### config.mk
export PLATFORM = sky130hd
export DESIGN_NAME = fme_sad_accumulator
export DESIGN_NICKNAME = d
export VERILOG_FILES = /design/src/rtl/fme_pkg.sv /design/src/rtl/fme_sad_row.sv /design/src/rtl/fme_sad_accumulator.sv
export SDC_FILE = /design/constraint.sdc
export NUM_CORES = 1
export LEC_CHECK = 0
export BUFFER_PORTS_ARGS = -buffer_cell sky130_fd_sc_hd__buf_2
export CAP_MARGIN = 20
export CORE_MARGIN = 8
export CORE_UTILIZATION = 38
export CTS_CLUSTER_DIAMETER = 50
export DETAILED_ROUTE_END_ITERATION = 16
export SYNTH_ARGS = -nofsm -noshare
export SYNTH_HDL_FRONTEND = slang
export SYNTH_SLANG_ARGS = --single-unit
export TNS_END_PERCENT = 10
### constraint.sdc
create_clock -name clock -period 2.85 [get_ports clock]
set_clock_uncertainty 0.15 [all_clocks]
set_input_delay 0 -clock clock [delete_from_list [all_inputs] [get_ports clock]]
set_output_delay 0 -clock clock [all_outputs]
set_load 0.01 [all_outputs]
### src/rtl/fme_pkg.sv
// Shared FME definitions: lane count, default sample width, SAD width and lane slicing helpers.
package fme_pkg;

    localparam int FME_LANES     = 8;
    localparam int FME_DATAWIDTH = 8;

    // Per-row tag that travels alongside the row sum through the row stage.
    typedef struct packed {
        logic first_row;   // row 0 of a block: accumulator loads instead of adding
        logic last_row;    // row ROWS-1: block completes
        logic last_cand;   // final row of the last candidate of the search
        logic srch;        // row 0 of candidate 0 of a new search
    } fme_row_tag_t;

    // Worst-case block SAD width: lane diff (dw) + 8 lanes (3) + row accumulation.
    function automatic int fme_sad_width(input int dw, input int rows);
        return dw + 3 + $clog2(rows);
    endfunction

    // LSB position of lane k in a packed lane vector.
    function automatic int fme_lane_lsb(input int lane, input int dw);
        return lane * dw;
    endfunction

endpackage

### src/rtl/fme_sad_row.sv
// Row SAD stage: 8-lane |orig - cand| followed by a 3-level adder tree.
// FME_SAD_PIPE_EN adds a register between the absolute-difference lanes and the tree.
module fme_sad_row
    import fme_pkg::*;
#(
    parameter int DATAWIDTH = FME_DATAWIDTH
) (
    input  logic                             clock,
    input  logic                             reset,
    input  logic                             valid_i,
    input  logic [FME_LANES*DATAWIDTH-1:0]   orig_i,
    input  logic [FME_LANES*DATAWIDTH-1:0]   cand_i,
    output logic                             valid_o,
    output logic [DATAWIDTH+2:0]             sum_o
);

    logic [FME_LANES-1:0][DATAWIDTH-1:0] ad;
    logic [FME_LANES-1:0][DATAWIDTH-1:0] tin;
    logic                                tin_vld;
    logic [3:0][DATAWIDTH:0]             l1;
    logic [1:0][DATAWIDTH+1:0]           l2;
    logic [DATAWIDTH+2:0]                tot;
    logic [DATAWIDTH+2:0]                sum_q;
    logic                                vld_q;

    // Unsigned absolute difference per lane via a (DATAWIDTH+1)-bit signed difference.
    for (genvar k = 0; k < FME_LANES; k++) begin : g_lane
        logic [DATAWIDTH-1:0] a, b;
        logic [DATAWIDTH:0]   diff, neg;
        assign a    = orig_i[fme_lane_lsb(k, DATAWIDTH) +: DATAWIDTH];
        assign b    = cand_i[fme_lane_lsb(k, DATAWIDTH) +: DATAWIDTH];
        assign diff = {1'b0, a} - {1'b0, b};
        assign neg  = -diff;
        assign ad[k] = diff[DATAWIDTH] ? neg[DATAWIDTH-1:0] : diff[DATAWIDTH-1:0];
    end

`ifdef FME_SAD_PIPE_EN
    logic [FME_LANES-1:0][DATAWIDTH-1:0] ad_q;
    logic                                ad_vld_q;

    // Retime the lane differences ahead of the tree.
    always_ff @(posedge clock or posedge reset) begin
        if (reset) begin
            ad_q     <= '0;
            ad_vld_q <= 1'b0;
        end else begin
            ad_q     <= ad;
            ad_vld_q <= valid_i;
        end
    end

    assign tin     = ad_q;
    assign tin_vld = ad_vld_q;
`else
    assign tin     = ad;
    assign tin_vld = valid_i;
`endif

    // Balanced tree, each level one bit wider than its inputs.
    always_comb begin
        l1  = '0;
        l2  = '0;
        for (int j = 0; j < 4; j++) l1[j] = {1'b0, tin[2*j]} + {1'b0, tin[2*j+1]};
        for (int j = 0; j < 2; j++) l2[j] = {1'b0, l1[2*j]} + {1'b0, l1[2*j+1]};
        tot = {1'b0, l2[0]} + {1'b0, l2[1]};
    end

    // Register the row sum and its qualifier.
    always_ff @(posedge clock or posedge reset) begin
        if (reset) begin
            sum_q <= '0;
            vld_q <= 1'b0;
        end else begin
            sum_q <= tot;
            vld_q <= tin_vld;
        end
    end

    assign sum_o   = sum_q;
    assign valid_o = vld_q;

endmodule

### src/rtl/fme_sad_accumulator.sv
// Block SAD accumulator with per-search minimum tracking.
// Row sums accumulate over ROWS beats; each completed block is compared against the best so far.
// Optional macro FME_SAD_PIPE_EN: extra register inside the row stage (all latencies +1).
module fme_sad_accumulator
    import fme_pkg::*;
#(
    parameter int DATAWIDTH = FME_DATAWIDTH,
    parameter int ROWS      = 8,
    parameter int CAND_W    = 4,
    localparam int SAD_W    = fme_sad_width(DATAWIDTH, ROWS)
) (
    input  logic                             clock,
    input  logic                             reset,
    input  logic                             in_valid,
    input  logic                             in_start,
    input  logic                             in_last_cand,
    input  logic [FME_LANES*DATAWIDTH-1:0]   orig,
    input  logic [FME_LANES*DATAWIDTH-1:0]   cand,
    output logic                             sad_valid,
    output logic [SAD_W-1:0]                 sad,
    output logic [CAND_W-1:0]                sad_index,
    output logic                             best_valid,
    output logic [SAD_W-1:0]                 best_sad,
    output logic [CAND_W-1:0]                best_index
);

    localparam int RW   = $clog2(ROWS);
    localparam int TW   = $bits(fme_row_tag_t);
    localparam int SB_W = TW + CAND_W;
`ifdef FME_SAD_PIPE_EN
    localparam int ROW_LAT = 2;
`else
    localparam int ROW_LAT = 1;
`endif

    // Beat-side counters
    logic [RW-1:0]     row_q, row_d, eff_row;
    logic [CAND_W-1:0] cand_q, cand_d, eff_cand;
    logic              start_v, row_last;
    fme_row_tag_t      tag_in;

    // Row stage outputs with matching tag
    logic [ROW_LAT-1:0][SB_W-1:0] sb_pipe;
    logic [SB_W-1:0]              sb_out;
    fme_row_tag_t                 rs_tag;
    logic [CAND_W-1:0]            rs_idx;
    logic                         rs_vld;
    logic [DATAWIDTH+2:0]         rs_sum;

    // Accumulate / output / tracker stages
    logic [SAD_W-1:0]  acc_q;
    logic              srch_q;
    logic              blk_done_q, blk_last_q, blk_first_q;
    logic [CAND_W-1:0] blk_idx_q;
    logic              sad_valid_q, sad_last_q, sad_first_q;
    logic [SAD_W-1:0]  sad_q;
    logic [CAND_W-1:0] sad_idx_q;
    logic [SAD_W-1:0]  trk_sad_q, base_sad, new_sad, best_sad_q;
    logic [CAND_W-1:0] trk_idx_q, base_idx, new_idx, best_idx_q;
    logic              best_valid_q;

    // Next row/candidate position; in_start forces the beat to row 0 of candidate 0.
    always_comb begin
        start_v  = in_valid & in_start;
        eff_row  = start_v ? '0 : row_q;
        eff_cand = start_v ? '0 : cand_q;
        row_last = (eff_row == RW'(ROWS - 1));
        row_d    = row_q;
        cand_d   = cand_q;
        if (in_valid) begin
            row_d  = eff_row + RW'(1);
            cand_d = eff_cand + CAND_W'(row_last);
        end
        tag_in.first_row = (eff_row == '0);
        tag_in.last_row  = row_last;
        tag_in.last_cand = in_last_cand & row_last;
        tag_in.srch      = start_v;
    end

    // Row and candidate counters.
    always_ff @(posedge clock or posedge reset) begin
        if (reset) begin
            row_q  <= '0;
            cand_q <= '0;
        end else begin
            row_q  <= row_d;
            cand_q <= cand_d;
        end
    end

    fme_sad_row #(.DATAWIDTH(DATAWIDTH)) u_row (
        .clock   (clock),
        .reset   (reset),
        .valid_i (in_valid),
        .orig_i  (orig),
        .cand_i  (cand),
        .valid_o (rs_vld),
        .sum_o   (rs_sum)
    );

    // Delay the row tag and candidate index to line up with the row sum.
    always_ff @(posedge clock or posedge reset) begin
        if (reset) begin
            sb_pipe <= '0;
        end else begin
            sb_pipe[0] <= {tag_in, eff_cand};
            for (int i = 1; i < ROW_LAT; i++) sb_pipe[i] <= sb_pipe[i-1];
        end
    end

    assign sb_out = sb_pipe[ROW_LAT-1];
    assign rs_tag = fme_row_tag_t'(sb_out[SB_W-1:CAND_W]);
    assign rs_idx = sb_out[CAND_W-1:0];

    // Accumulate row sums; flag the block when its last row lands.
    always_ff @(posedge clock or posedge reset) begin
        if (reset) begin
            acc_q       <= '0;
            srch_q      <= 1'b0;
            blk_done_q  <= 1'b0;
            blk_idx_q   <= '0;
            blk_last_q  <= 1'b0;
            blk_first_q <= 1'b0;
        end else begin
            blk_done_q <= rs_vld & rs_tag.last_row;
            if (rs_vld) begin
                acc_q <= rs_tag.first_row ? SAD_W'(rs_sum) : acc_q + SAD_W'(rs_sum);
                if (rs_tag.first_row) srch_q <= rs_tag.srch;
                if (rs_tag.last_row) begin
                    blk_idx_q   <= rs_idx;
                    blk_last_q  <= rs_tag.last_cand;
                    blk_first_q <= srch_q;
                end
            end
        end
    end

    // Present the completed block SAD; values hold between pulses.
    always_ff @(posedge clock or posedge reset) begin
        if (reset) begin
            sad_valid_q <= 1'b0;
            sad_q       <= '0;
            sad_idx_q   <= '0;
            sad_last_q  <= 1'b0;
            sad_first_q <= 1'b0;
        end else begin
            sad_valid_q <= blk_done_q;
            if (blk_done_q) begin
                sad_q       <= acc_q;
                sad_idx_q   <= blk_idx_q;
                sad_last_q  <= blk_last_q;
                sad_first_q <= blk_first_q;
            end
        end
    end

    // Compare against the running best; the first block of a search sees a re-armed tracker,
    // so a start beat never disturbs the previous search still draining the pipeline.
    always_comb begin
        base_sad = sad_first_q ? '1 : trk_sad_q;
        base_idx = sad_first_q ? '0 : trk_idx_q;
        new_sad  = base_sad;
        new_idx  = base_idx;
        if (sad_q < base_sad) begin
            new_sad = sad_q;
            new_idx = sad_idx_q;
        end
    end

    // Best tracker update and search-end emission.
    always_ff @(posedge clock or posedge reset) begin
        if (reset) begin
            trk_sad_q    <= '1;
            trk_idx_q    <= '0;
            best_sad_q   <= '1;
            best_idx_q   <= '0;
            best_valid_q <= 1'b0;
        end else begin
            best_valid_q <= sad_valid_q & sad_last_q;
            if (sad_valid_q) begin
                if (sad_last_q) begin
                    best_sad_q <= new_sad;
                    best_idx_q <= new_idx;
                    trk_sad_q  <= '1;
                    trk_idx_q  <= '0;
                end else begin
                    trk_sad_q  <= new_sad;
                    trk_idx_q  <= new_idx;
                end
            end
        end
    end

    assign sad_valid  = sad_valid_q;
    assign sad        = sad_q;
    assign sad_index  = sad_idx_q;
    assign best_valid = best_valid_q;
    assign best_sad   = best_sad_q;
    assign best_index = best_idx_q;

endmodule

# Word-level counts from Yosys, hierarchy flattened
# Index checks and enable logic that the tools add are counted.
[classes] addsub=26 n_lt_le_gt_ge=1 eq_ne=1 n_mux=17 n_bitwise=4 reduce_logical=4
[op_table] op="$sub A8 B8 Y9" count=8
[op_table] op="$mux W8" count=8
[op_table] op="$neg A8 Y8" count=8
[op_table] op="$mux W14" count=4
[op_table] op="$add A8 B8 Y9" count=4
[op_table] op="$add A9 B9 Y10" count=2
[op_table] op="$mux W4" count=4
[op_table] op="$add A14 B11 Y14" count=1
[op_table] op="$lt A14 B14 Y1" count=1
[op_table] op="$add A10 B10 Y11" count=1
[op_table] op="$reduce_and A2 Y1" count=3
[op_table] op="$add A4 B1 Y4" count=1
[op_table] op="$and A1 B1 Y1" count=4
[op_table] op="$add A3 B1 Y3 const B" count=1
[op_table] op="$eq A3 B3 Y1 const B" count=1
[op_table] op="$logic_not A3 Y1" count=1
[op_table] op="$mux W3" count=1
[totals] register_bits=107 output_inout_bits=38 word_cells=74

# Depth between registers and ports, before layout
# Gate-level depths: netlist of the first run.
[depth] word_depth=6 depth_mapped=25

# Modules after synthesis
# A second synthesis of the first run with hierarchy kept.
[unflattened] hier_cells=1100 hier_area_um2=10161.0
[by_module_without_submodules] module="fme_sad_row" instances=1 cells_each=672 area_per_inst_um2=5432.7 seq_area_each_um2=300.3
[by_module_without_submodules] module="fme_sad_accumulator" instances=1 cells_each=428 area_per_inst_um2=4728.3 seq_area_each_um2=2412.3

# Worst setup path before layout of the first run
# No wires, ideal clock.
[synth_timing] path_type="input-to-reg" start="input port orig[24]" end="register u_row.sum_q[10] (netlist: u_row.sum_o[10])" arrival_time_ns=5.177 slack_ns=-2.607 path_stages=24 path_buffers=0 cell_sequence="inv_1 > ha_1 > inv_1 > fa_1 > a211oi_1 > o21bai_1 > a21oi_1 > o21bai_1 > a21o_1 > nor2_1 > xnor2_1 > fa_1 > fa_1 > fa_1 > inv_1 > fa_1 > inv_1 > ha_1 > fa_1 > a21o_1 > a21oi_1 > o21ai_0 > a21oi_1 > o21ai_0"
[synth_between] elab_chain_len=6
[synth_lines] item="from (decl)" line_no="fme_sad_accumulator.sv:17" text="input logic [FME_LANES*DATAWIDTH-1:0] orig,"
[synth_lines] item="$sub A8 B8 Y9 (*)" line_no="fme_sad_row.sv:32" text="assign diff = {1'b0, a} - {1'b0, b};"
[synth_lines] item="$neg A8 Y8" line_no="fme_sad_row.sv:33" text="assign neg = -diff;"
[synth_lines] item="$mux W8 (*)" line_no="fme_sad_row.sv:34" text="assign ad[k] = diff[DATAWIDTH] ? neg[DATAWIDTH-1:0] : diff[DATAWIDTH-1:0];"
[synth_lines] item="$add A8 B8 Y9 (*)" line_no="fme_sad_row.sv:63" text="for (int j = 0; j < 4; j++) l1[j] = {1'b0, tin[2*j]} + {1'b0, tin[2*j+1]};"
[synth_lines] item="$add A9 B9 Y10 (*)" line_no="fme_sad_row.sv:64" text="for (int j = 0; j < 2; j++) l2[j] = {1'b0, l1[2*j]} + {1'b0, l1[2*j+1]};"
[synth_lines] item="$add A10 B10 Y11 (*)" line_no="fme_sad_row.sv:65" text="tot = {1'b0, l2[0]} + {1'b0, l2[1]};"
[synth_lines] item="named net u_row.tot[10]" line_no="fme_sad_row.sv:22" text="logic [DATAWIDTH+2:0] tot;"
[synth_lines] item="to (signal assigned)" line_no="fme_sad_row.sv:74" text="sum_q <= tot;"
[synth_lines] item="to (decl)" line_no="fme_sad_row.sv:23" text="logic [DATAWIDTH+2:0] sum_q;"
# The timed path passes the listed nets; every way through them passes the cells marked *.
# A chain may end at the register's enable or synchronous reset.

# Worst setup path in the final report of the first run
[layout_timing] start="input port orig[40]" end="register u_row.sum_q[8] (netlist: u_row.sum_o[8])"
# Same word-level chain as after synthesis.

==> results list, run 1 <==
- Area share of the leading cell type in the synthesized netlist: around 19%
- Number of non-filler instances in the completed layout: 1782
- Capturing point of the worst reg2reg path: best_index[0]$_DFFE_PP0P_
* Largest area contributor in the netlist: sky130_fd_sc_hd__dfrtp_1
* Number of clock sinks seen by CTS: 107
- In the synthesized netlist, the cells that appear most often are 168 x sky130_fd_sc_hd__inv_1, 112 x sky130_fd_sc_hd__ha_1, 95 x sky130_fd_sc_hd__nor2_1.
- Chain of cells forming the critical path: buf_4, inv_12, ha_4, inv_2, fa_2, a211oi_4, nor3b_2, nor3_2, o21bai_1, a21o_2, mux2_4, fa_2, fa_1, fa_1, inv_2, fa_1, inv_2, ha_4, fa_2, a21o_1, a21oi_2, o21ai_2, a21oi_2, xnor2_1
- Setup violations remaining at the end of the flow were counted as 10.
* Final-stage net count: 1737
- Number of library cell types mapped by synthesis: 58
- The floorplan has 60 rows.
- Maximum level of the CTS H-tree: 3
- Final RePlAce weighted congestion: roughly 0.81
- The layout has 2513 filler cells.
- The first global-routing pass estimated around 40000 µm of wire.
* Number of warnings printed during yosys synthesis: 0
* Most numerous cell in the Yosys netlist: sky130_fd_sc_hd__inv_1
* Cell family with most CP delay: adder cells
- Final hold analysis gives a worst-case slack of 0.174 ns.
* Post-Route WL: 22600 µm
- The tree is rooted in a sky130_fd_sc_hd__clkbuf_16.
- In this run the deepest clock path goes through 2 buffers.
* Buffers on Ports: 170
- Violations in the final reports: setup timing
- In this run the register-to-register setup slack is roughly 0.13 ns.
- The total count of hold-check failures in the final report was 0.
- Cell area after synthesis: ~0.010 mm²
- Counting flops and latches in the post-synthesis netlist gives 107.
* HPWL after DPL: 19200 µm
- Post-synth top flop: sky130_fd_sc_hd__dfrtp_1
* Worst max-slew margin expressed relative to the limit: 45.7%
- Post-Synthesis Net Count: 1393
- Result of the run: finished, violations left
- Starting Density: 38.2%
- Across the run, the number of max-cap violations was 0.
- The worst setup path is captured at a flip-flop.
- Signal arrival time at the worst endpoint: 5.17 ns
- For the finished layout, the period the worst path requires is 5.05 ns.
* Vert. Die Dim: 180 µm
- Max-slew violation count: 0
* Number of cell instances on the worst register-to-register path: 10
- The share of the Yosys chip area taken by registers is between 20% and 30%.
* Clock tree from TritonCTS: yes
* Critical path data required time: 2.97 ns
* Largest net degree at the start of global routing: ~110
- Path class of the lowest-slack min-delay path: in -> async
* Synth top area cells: sky130_fd_sc_hd__dfrtp_1 19%, sky130_fd_sc_hd__ha_1 14%, sky130_fd_sc_hd__fa_1 11%
- Mean instance size in the synthesized netlist: slightly above 9 µm²
- Yosys mapped a number of flops with a built-in enable equal to 0.
* Portion of the clock cycle consumed by the worst path in the final layout: 177%
* Final routed wire length divided by cell count: 12.7 µm
* Proportion of layout cells with a drive suffix above 1: 36.8%
* Via count of the first global-routing pass: 8954
* Remaining global-route overflow: 0
- Buffers and inverters on the worst path: 5
- 0 antenna diodes ended up in the layout.
- Die area: 0.0322 mm²
- In the global route stage, overall resource usage came out at 14.1%.
- Synthesis produced a netlist whose cell count is around 1100.
* First DRT Iteration DRCs: 290
- Die Span X: 180 µm
* Slowest stage cell on the critical path: sky130_fd_sc_hd__fa_1
- The critical path is of the in -> reg type.
* Worst Setup Slack, final: -2.20 ns
- Num ports: 171
- Fmax: about 200 MHz
- Origin of the critical flop-to-flop path: sad_first_q$_DFFE_PP0P_
* Number of vias in the routed layout: 8460
* Vias/cell: 4.75
* Delay of the slowest critical-path stage: 0.54 ns
- The number of antenna violations at the first check in global routing came to 0.
- Placed insts: 1753
- For this run, asynchronously set or reset flops after synthesis account for 100%.
- Setup repair after global routing missed its margin: yes
- After detailed routing, the number of remaining DRC violations is 0.
- Relative to the synthesized area, the layout overhead comes to 32.7%.
* Antenna Nets Post-Route: 0
- For the pin with the worst max-slew slack, the measured transition is 0.815 ns.
- The pre-antenna-repair detailed-routing pass consisted of 4 iterations.
* Clock input transition at the sequential cells of the worst setup and hold paths: 0.07 ns
- Clock latency on the worst-skew pair: 0.34 ns
* Number of CTS-inserted buffers: 9
- Maximum fanout along the worst path: 6
- After floorplanning, the core was sized to cover 0.0267 mm².
- STA classifies the critical path startpoint as a primary input.
-- area by class of cell --
class | instances | area [µm²] | share of cell area (%)
Clock buffer | 10 | 229 | 1.70
Clock inverter | 6 | 73.8 | 0.547
Inverter | 168 | 661 | 4.90
Multi-Input combinational cell | 793 | 7080 | 52.4
Sequential cell | 107 | 2710 | 20.1
Tap cell | 341 | 427 | 3.16
Timing Repair Buffer | 357 | 2310 | 17.2
-- metal layers --
metal / vias to the layer above / track usage [%] / routed length (µm)
li1: 4401 / - / -
met1: 3900 / 17.3 / 10400
met2: 143 / 25.5 / 11100
met3: 16 / 2.66 / 976
met4: 0 / 2.70 / 201
met5: - / 0 / 0
-- what timing repair did --
| action | 4_1_cts | 5_1_grt |
|---|---|---|
| resized for setup | 20 | 34 |
| hold endpoints to repair | 90 | 0 |
| hold buffers | 4 | 0 |
| setup endpoints to repair | 10 | 32 |
| setup buffers | 6 | 3 |
| pin swaps | 51 | 26 |
-- worst register-to-register path, stage by stage (launching register included) --
cell and delay, ns:
sky130_fd_sc_hd__dfrtp_2 0.48, sky130_fd_sc_hd__buf_4 0.19, sky130_fd_sc_hd__nor2_1 0.13, sky130_fd_sc_hd__ha_1 0.26
sky130_fd_sc_hd__and4_1 0.25, sky130_fd_sc_hd__a221o_1 0.33, sky130_fd_sc_hd__a31oi_4 0.18, sky130_fd_sc_hd__buf_12 0.16
sky130_fd_sc_hd__buf_6 0.14, sky130_fd_sc_hd__mux2i_1 0.23, sky130_fd_sc_hd__o21ai_0 0.10
-- cells by family (layout without fill, tap and decap cells) --
| kind of cell | after synthesis | after routing | synth area share [%] |
|---|---|---|---|
| xor+xnor | 98 | 98 | 8.44 |
| flops | 107 | 107 | 26.7 |
| buf+inv | 192 | 541 | 7.22 |
| compound gates | 221 | 221 | 15.2 |
| simple gates | 260 | 260 | 12.7 |
| mux | 46 | 46 | 4.97 |
| fa+ha+maj | 168 | 168 | 24.8 |
-- through the flow --
stage / TNS [ns] / setup WS [ns] / utilization [%] / area (µm²)
after floorplan: -24.16 / -2.25 / - / 10300
after CTS: -17.90 / -2.18 / 50.0 / 13300
after detailed placement: -22.44 / -2.61 / 48.3 / 12900
after global placement: -21.86 / -2.54 / 48.3 / 12900
after global routing: -20.48 / -2.44 / 50.6 / 13500
final: -18.37 / -2.20 / 50.6 / 13500
-- flip-flops by register name (all words and copies together), names as in the netlist, 8 cells and up --
name,count
acc_q,14
best_sad,14
sad,14
trk_sad_q,14
u_row.sum_o,11
sb_out,8
-- cell usage in the layout (no fill, tap or decap), drive strengths merged, types with 7 or more instances in the layout --
cell | Yosys | routed
o21a | 18 | 18
o211a | 7 | 7
fa | 56 | 56
mux2i | 10 | 10
nor3 | 22 | 22
clkbuf | 20 | 10
a21oi | 37 | 37
mux2 | 36 | 36
or2 | 17 | 17
nor2 | 95 | 95
nand3 | 21 | 21
a211oi | 8 | 8
nand2b | 11 | 11
and3 | 7 | 7
o21ai | 47 | 47
dfstp | 28 | 28
nand2 | 35 | 35
buf | 4 | 353
a21o | 14 | 14
inv | 168 | 170
nor3b | 13 | 13
o311ai | 18 | 18
xor2 | 34 | 34
o21bai | 18 | 18
o32a | 14 | 14
xnor2 | 64 | 64
dfrtp | 79 | 79
and2 | 9 | 9
nor2b | 19 | 19
ha | 112 | 112
a31oi | 18 | 18
-- worst max path at each step --
stage	slack, ns	depth (start not counted)	start	end
6_report	-2.20	24	orig[40]	u_row.sum_o[8]$_DFF_PP0_
3_5_place_dp	-2.61	24	orig[0]	u_row.sum_o[9]$_DFF_PP0_
5_1_grt	-2.44	26	orig[24]	u_row.sum_o[9]$_DFF_PP0_
2_1_floorplan	-2.25	24	orig[0]	u_row.sum_o[8]$_DFF_PP0_
3_3_place_gp	-2.54	25	orig[0]	u_row.sum_o[8]$_DFF_PP0_
4_1_cts	-2.18	25	orig[8]	u_row.sum_o[8]$_DFF_PP0_
Power of run 1 is left out: the tool's default activity adds up to more than one toggle a clock period on the data nets, which glitch-free logic cannot reach.
==> run 2, diff against run 1 <==
Settings changed: CORE_UTILIZATION 38 to 40.
==> results list, run 2 (synthesis results as in run 1) <==
- Once layout is complete, the utilization of the core stands at between 50% and 60%.
- STA classifies the critical path startpoint as a primary input.
- The library cell used most frequently in the layout, excluding fill and tap cells, is sky130_fd_sc_hd__buf_4.
- Path class of the lowest-slack min-delay path: in -> async
- Final-stage net count: 1748
- For this run, the top clock speed supported by timing is 196 MHz.
- The first global-routing pass estimated 39700 µm of wire.
* Min cycle time layout: between 5 and 6 ns
- TritonCTS built the clock tree.
* Portion of the clock cycle consumed by the worst path in the final layout: 179%
- Count of final setup violators: 10
* Clock input transition at the sequential cells of the worst setup and hold paths: 0.07 ns
- In this design, the largest share of critical-path delay is due to adder cells.
* Buffers on Ports: 170
* Chain of cells forming the critical path: buf_2, inv_12, ha_4, inv_2, fa_2, a211oi_4, nor3b_2, nor3_1, o21bai_1, a21o_1, mux2_4, fa_1, fa_1, fa_1, inv_2, fa_1, inv_2, ha_4, fa_2, a21o_1, a21oi_2, o21ai_2, a21oi_2, xnor2_1
- The region available for standard cell placement spans 0.0251 mm².
- Maximum capacitance violations: 0
* Maximum fanout along the worst path: 7
- Placed insts: 1757
- Routability-driven placement finished with a final weighted congestion of between 0.8 and 0.9.
* Buffers and inverters on the worst path: 5
- The repair_antennas step left the layout with diodes totalling 0.
- In this run the count of I/O pins placed on the die edge is ~170.
- Remaining global-route overflow: 0
- The area growth from synthesis to layout is 33.3%.
- First DRT Iteration DRCs: 320
- The via count of the first global-routing pass came to 8887.
* Proportion of layout cells with a drive suffix above 1: between 30% and 40%
- Layout filler cell count: about 2400
- Number of non-filler instances in the completed layout: 1782
- Result of the run: finished, violations left
- The final number of max-transition violations was 0.
* Overall global routing resource usage: 15.0%
- At the placement stage, the worst setup path has a slack of -2.65 ns.
* Vias/cell: 4.80
- Most frequent cells in the layout: 190 x sky130_fd_sc_hd__buf_4, 169 x sky130_fd_sc_hd__buf_2, 155 x sky130_fd_sc_hd__inv_1, 106 x sky130_fd_sc_hd__ha_1, 88 x sky130_fd_sc_hd__nor2_1
* CP Class: in -> reg
- Setup repair after global routing missed its margin: yes
- Slowest stage cell on the critical path: sky130_fd_sc_hd__fa_1
- At the later pin of the worst-skew pair, clock insertion delay measures 0.34 ns.
* Worst max-slew margin expressed relative to the limit: approximately 46%
- Number of clock sinks seen by CTS: 107
- Signal arrival time at the worst endpoint: ~5.2 ns
- Vert. Die Dim: 175 µm
* Number of DRC violations after detailed routing: 0
* Starting Density: between 40% and 50%
- After detailed routing, the total wire length is between 20000 and 25000 µm.
- Maximum level of the CTS H-tree: 3
- After layout, the worst setup slack is -2.26 ns.
- The final reports fail on setup timing.
- The initialized floorplan defines 58 standard-cell rows.
- Antenna Nets Post-Route: 0
* HPWL after DPL: 19600 µm
- Final-report hold violation count: 0
* Number of vias in the routed layout: 8545
- In this run the deepest clock path goes through 2 buffers.
- Capturing element type of the critical path: flip-flop
- The root buffer cell chosen for the clock tree is sky130_fd_sc_hd__clkbuf_16.
- The number of antenna violations at the first check in global routing came to 0.
- The die is 175 µm wide.
- Delay of the slowest critical-path stage: 0.53 ns
- Most used cell along the critical path: sky130_fd_sc_hd__fa_1
- Slew @ Worst Pin: 0.812 ns
* Final routed wire length divided by cell count: 12.8 µm
- Largest net degree at the start of global routing: 56
- Critical path data required time: 2.96 ns
* Post-route worst hold slack: approximately 0.16 ns
- Number of iterations in the first detailed-routing pass: 4
- Die area: 0.0308 mm²
* Number of CTS-inserted buffers: 9
-- run 2: cell count changes in the layout (fill, tap and decap cells not counted), moves of 2 or more --
| cell | previous run | this run |
|---|---|---|
| sky130_fd_sc_hd__buf_4 | 180 | 190 |
| sky130_fd_sc_hd__xnor2_2 | 6 | 8 |
| sky130_fd_sc_hd__nor2_1 | 86 | 88 |
| sky130_fd_sc_hd__xnor2_1 | 58 | 56 |
| sky130_fd_sc_hd__ha_1 | 104 | 106 |
| sky130_fd_sc_hd__mux2i_2 | 3 | 1 |
-- run 2: per-layer routing --
metal,wire length [µm],share of wire (%),track usage (%),up-vias
met5,0,0,0,-
met2,11500,50,27.2,138
li1,-,-,-,4427
met4,172,0.75,2.72,0
met3,860,3.8,2.02,14
met1,10300,45,18.7,3966
-- run 2: metrics by stage --
stage | area [µm²] | setup TNS (ns)
after CTS | 13400 | -18.53
after floorplan | 10300 | -24.16
final | 13600 | -18.84
after detailed placement | 13000 | -22.66
after global placement | 13000 | -21.85
after global routing | 13600 | -20.89
-- run 2: cell type report --
cell class	instances	area (µm²)	area share [%]
clock buffer	11	233	1.72
clock inverter	5	62.6	0.461
inverter	168	661	4.87
multi-input combinational	793	7070	52.2
sequential	107	2710	20.0
tap	330	413	3.05
timing repair buffer	368	2400	17.7
-- run 2: timing repair --
action | 4_1_cts | 5_1_grt
pin swaps | 18 | 45
setup buffers | 2 | 3
gates resized for setup | 7 | 42
hold buffers | 4 | 0
hold endpoints to repair | 63 | 0
setup endpoints to repair | 10 | 34
-- run 2: worst reg2reg max path: cells and delay by family, from the launching register on --
kind	cells	cell delay, ns
AO/OA/AOI/OAI	4	1.01
adder cells (fa/ha/maj)	1	0.26
buffers and inverters	2	0.35
flip-flops	1	0.48
AND/OR/NAND/NOR	2	0.39
-- run 2: worst paths after layout --
check	from	endpoint	slack (ns)	cells after the start
max	orig[40]	u_row.sum_o[8]$_DFF_PP0_	-2.26	24
min	reset	cand_q[1]$_DFFE_PP0P_	0.16	3
max reg2reg	sad_first_q$_DFFE_PP0P_	trk_sad_q[3]$_DFFE_PP1P_	0.16	9
min reg2reg	best_index[1]$_DFFE_PP0P_	best_index[1]$_DFFE_PP0P_	0.32	2
max in group asynchronous	reset	best_sad[7]$_DFFE_PP1P_	1.62	4
min in group clock	in_last_cand	sb_out[5]$_DFF_PP0_	0.28	3
Power of run 2 is left out for the same reason.
==> run 3, diff against run 2 <==
Settings changed: REMOVE_ABC_BUFFERS from default to 1.
==> results list, run 3 (synthesis results as in run 1) <==
- Result of the run: finished, violations left
- The checks that failed: setup timing.
- Final-report hold violation count: 0
- 171 I/O pins were placed.
* Maximum level of the CTS H-tree: 3
- Worst Setup Slack, final: -2.10 ns
* Worst max-slew margin expressed relative to the limit: ~47%
- Cell family with most CP delay: adder cells
- The final number of max-transition violations was 0.
- Utilization of the core after routing: 55.0%
- Fmax: 202 MHz
- Measured along the y axis, the die boundary spans 175 µm.
- Most frequent standard cell in the layout excluding fill and tap cells: sky130_fd_sc_hd__buf_4
- Clock input transition at the sequential cells of the worst setup and hold paths: ~0.07 ns
- Hold is met by 0.192 ns.
- Maximum capacitance violations: 0
- Starting Density: between 40 and 50%
* Row cnt: 58
- Launching element type of the critical path: primary input
* Layout filler cell count: 2369
- Slew @ Worst Pin: between 0.7 and 0.8 ns
- Origin of the critical flop-to-flop path: sad_first_q$_DFFE_PP0P_
* Die area: around 0.03 mm²
* Delay of the slowest critical-path stage: 0.51 ns
- Clock root buffer master: sky130_fd_sc_hd__clkbuf_16
* Remaining global-route overflow: 0
- Number of vias in the routed layout: 8634
- After detailed routing, the number of vias per cell comes to 4.81.
* Buffers and inverters on the worst path: 5
- Core Area: 0.0251 mm²
- For this run, the detailed router's first-pass iteration total came to 4.
- The floorplan step set the die width to 175 µm.
* Final routed wire length divided by cell count: between 10 and 15 µm
- The count of nets left with antenna violations once routing finished came out at 0.
* Portion of the clock cycle consumed by the worst path in the final layout: 174%
- Of all nets on the critical path, the largest fanout is 3.
- Data arrives at the worst endpoint at 5.03 ns.
* Via count of the first global-routing pass: 8935
- Path class of the lowest-slack min-delay path: in -> async
- Crit path launch: orig[0]
* HPWL after DPL: 20000 µm
* Capturing element type of the critical path: flip-flop
- CP Class: in -> reg
- Final RePlAce weighted congestion: 0.827
- Number of antenna violations at the first check in global routing: 0
- Compared with the post-synthesis result, the final layout area differs by 35.8%.
- In the layout the commonest cells are 205 x sky130_fd_sc_hd__buf_4, 168 x sky130_fd_sc_hd__buf_2, 149 x sky130_fd_sc_hd__inv_1, 102 x sky130_fd_sc_hd__ha_1, 82 x sky130_fd_sc_hd__nor2_1.
- At the worst endpoint, the required time is 2.93 ns.
- The clock passes through at most 2 buffers.
- Final-stage net count: 1761
- Overall global routing resource usage: 15.6%
- In the routed design, unresolved DRC markers number 0.
* Proportion of layout cells with a drive suffix above 1: 39.7%
- On the critical path, the stage with the largest delay is an instance of sky130_fd_sc_hd__fa_1.
- For this block, the routed nets add up to roughly 24000 µm of wire.
- Clock latency on the worst-skew pair: 0.35 ns
* Antenna diode count: 0
- Entering global routing, the biggest net connects 64 pins.
- Buffers inserted during clock tree synthesis total 9.
* Setup repair after global routing missed its margin: yes
- Number of clock sinks seen by CTS: ~110
- Count of final setup violators: 10
- First DRT Iteration DRCs: 292
- Buffers on Ports: 170
- Clock tree from TritonCTS: yes
* Wire length of the first global-routing pass: slightly above 40000 µm
- Min cycle time layout: approximately 5 ns
[run 3: worst reg2reg max path: cells and delay by family, from the launching register on]
family | cells | cell delay, ns
compound gates | 6 | 1.58
flops | 1 | 0.49
fa+ha+maj | 1 | 0.26
simple gates | 1 | 0.18
[run 3: what timing repair did]
item	in CTS	in global routing
hold endpoints to repair	59	0
hold buffers	4	0
gates resized for setup	71	59
pin swaps	75	65
buffers inserted	14	4
setup endpoints to repair	11	46
[run 3: worst paths after layout]
kind,endpoint,cells after the start,slack (ns)
max in group asynchronous,best_sad[10]$_DFFE_PP1P_,4,1.60
hold reg to reg,best_index[1]$_DFFE_PP0P_,2,0.32
setup reg to reg,trk_sad_q[11]$_DFFE_PP1P_,8,0.13
min in group clock,sb_out[5]$_DFF_PP0_,3,0.26
hold / removal,cand_q[1]$_DFFE_PP0P_,3,0.19
setup / recovery,u_row.sum_o[10]$_DFF_PP0_,25,-2.10
[run 3: stage by stage]
stage                     setup slack [ns]  cells  cell area, µm²  TNS [ns]
after global placement               -2.88   1758           12800    -24.16
after CTS                            -2.10   1792           13500    -17.86
final                                -2.10   1795           13800    -17.62
after global routing                 -2.37   1795           13800    -19.87
after detailed placement             -2.94   1758           12800    -24.92
after floorplan                      -2.61   1068           10100    -28.82
[run 3: layout make-up]
| class | count | area (µm²) | area share [%] |
|---|---|---|---|
| multi-input cells | 793 | 7260 | 52.6 |
| flip-flops and latches | 107 | 2710 | 19.7 |
| repair buffers | 381 | 2470 | 17.9 |
| inverters | 168 | 638 | 4.62 |
| well taps | 330 | 413 | 2.99 |
| clock buffers | 9 | 225 | 1.63 |
| clock inverters | 7 | 83.8 | 0.607 |
[run 3: routing by layer]
metal / vias to the layer above / wire length (µm) / track usage, %
li1: 4445 / - / -
met1: 4027 / 10300 / 18.9
met2: 145 / 12300 / 28.7
met3: 17 / 910 / 2.66
met4: 0 / 213 / 3.00
met5: - / 0 / 0
Power of run 3 is left out for the same reason.
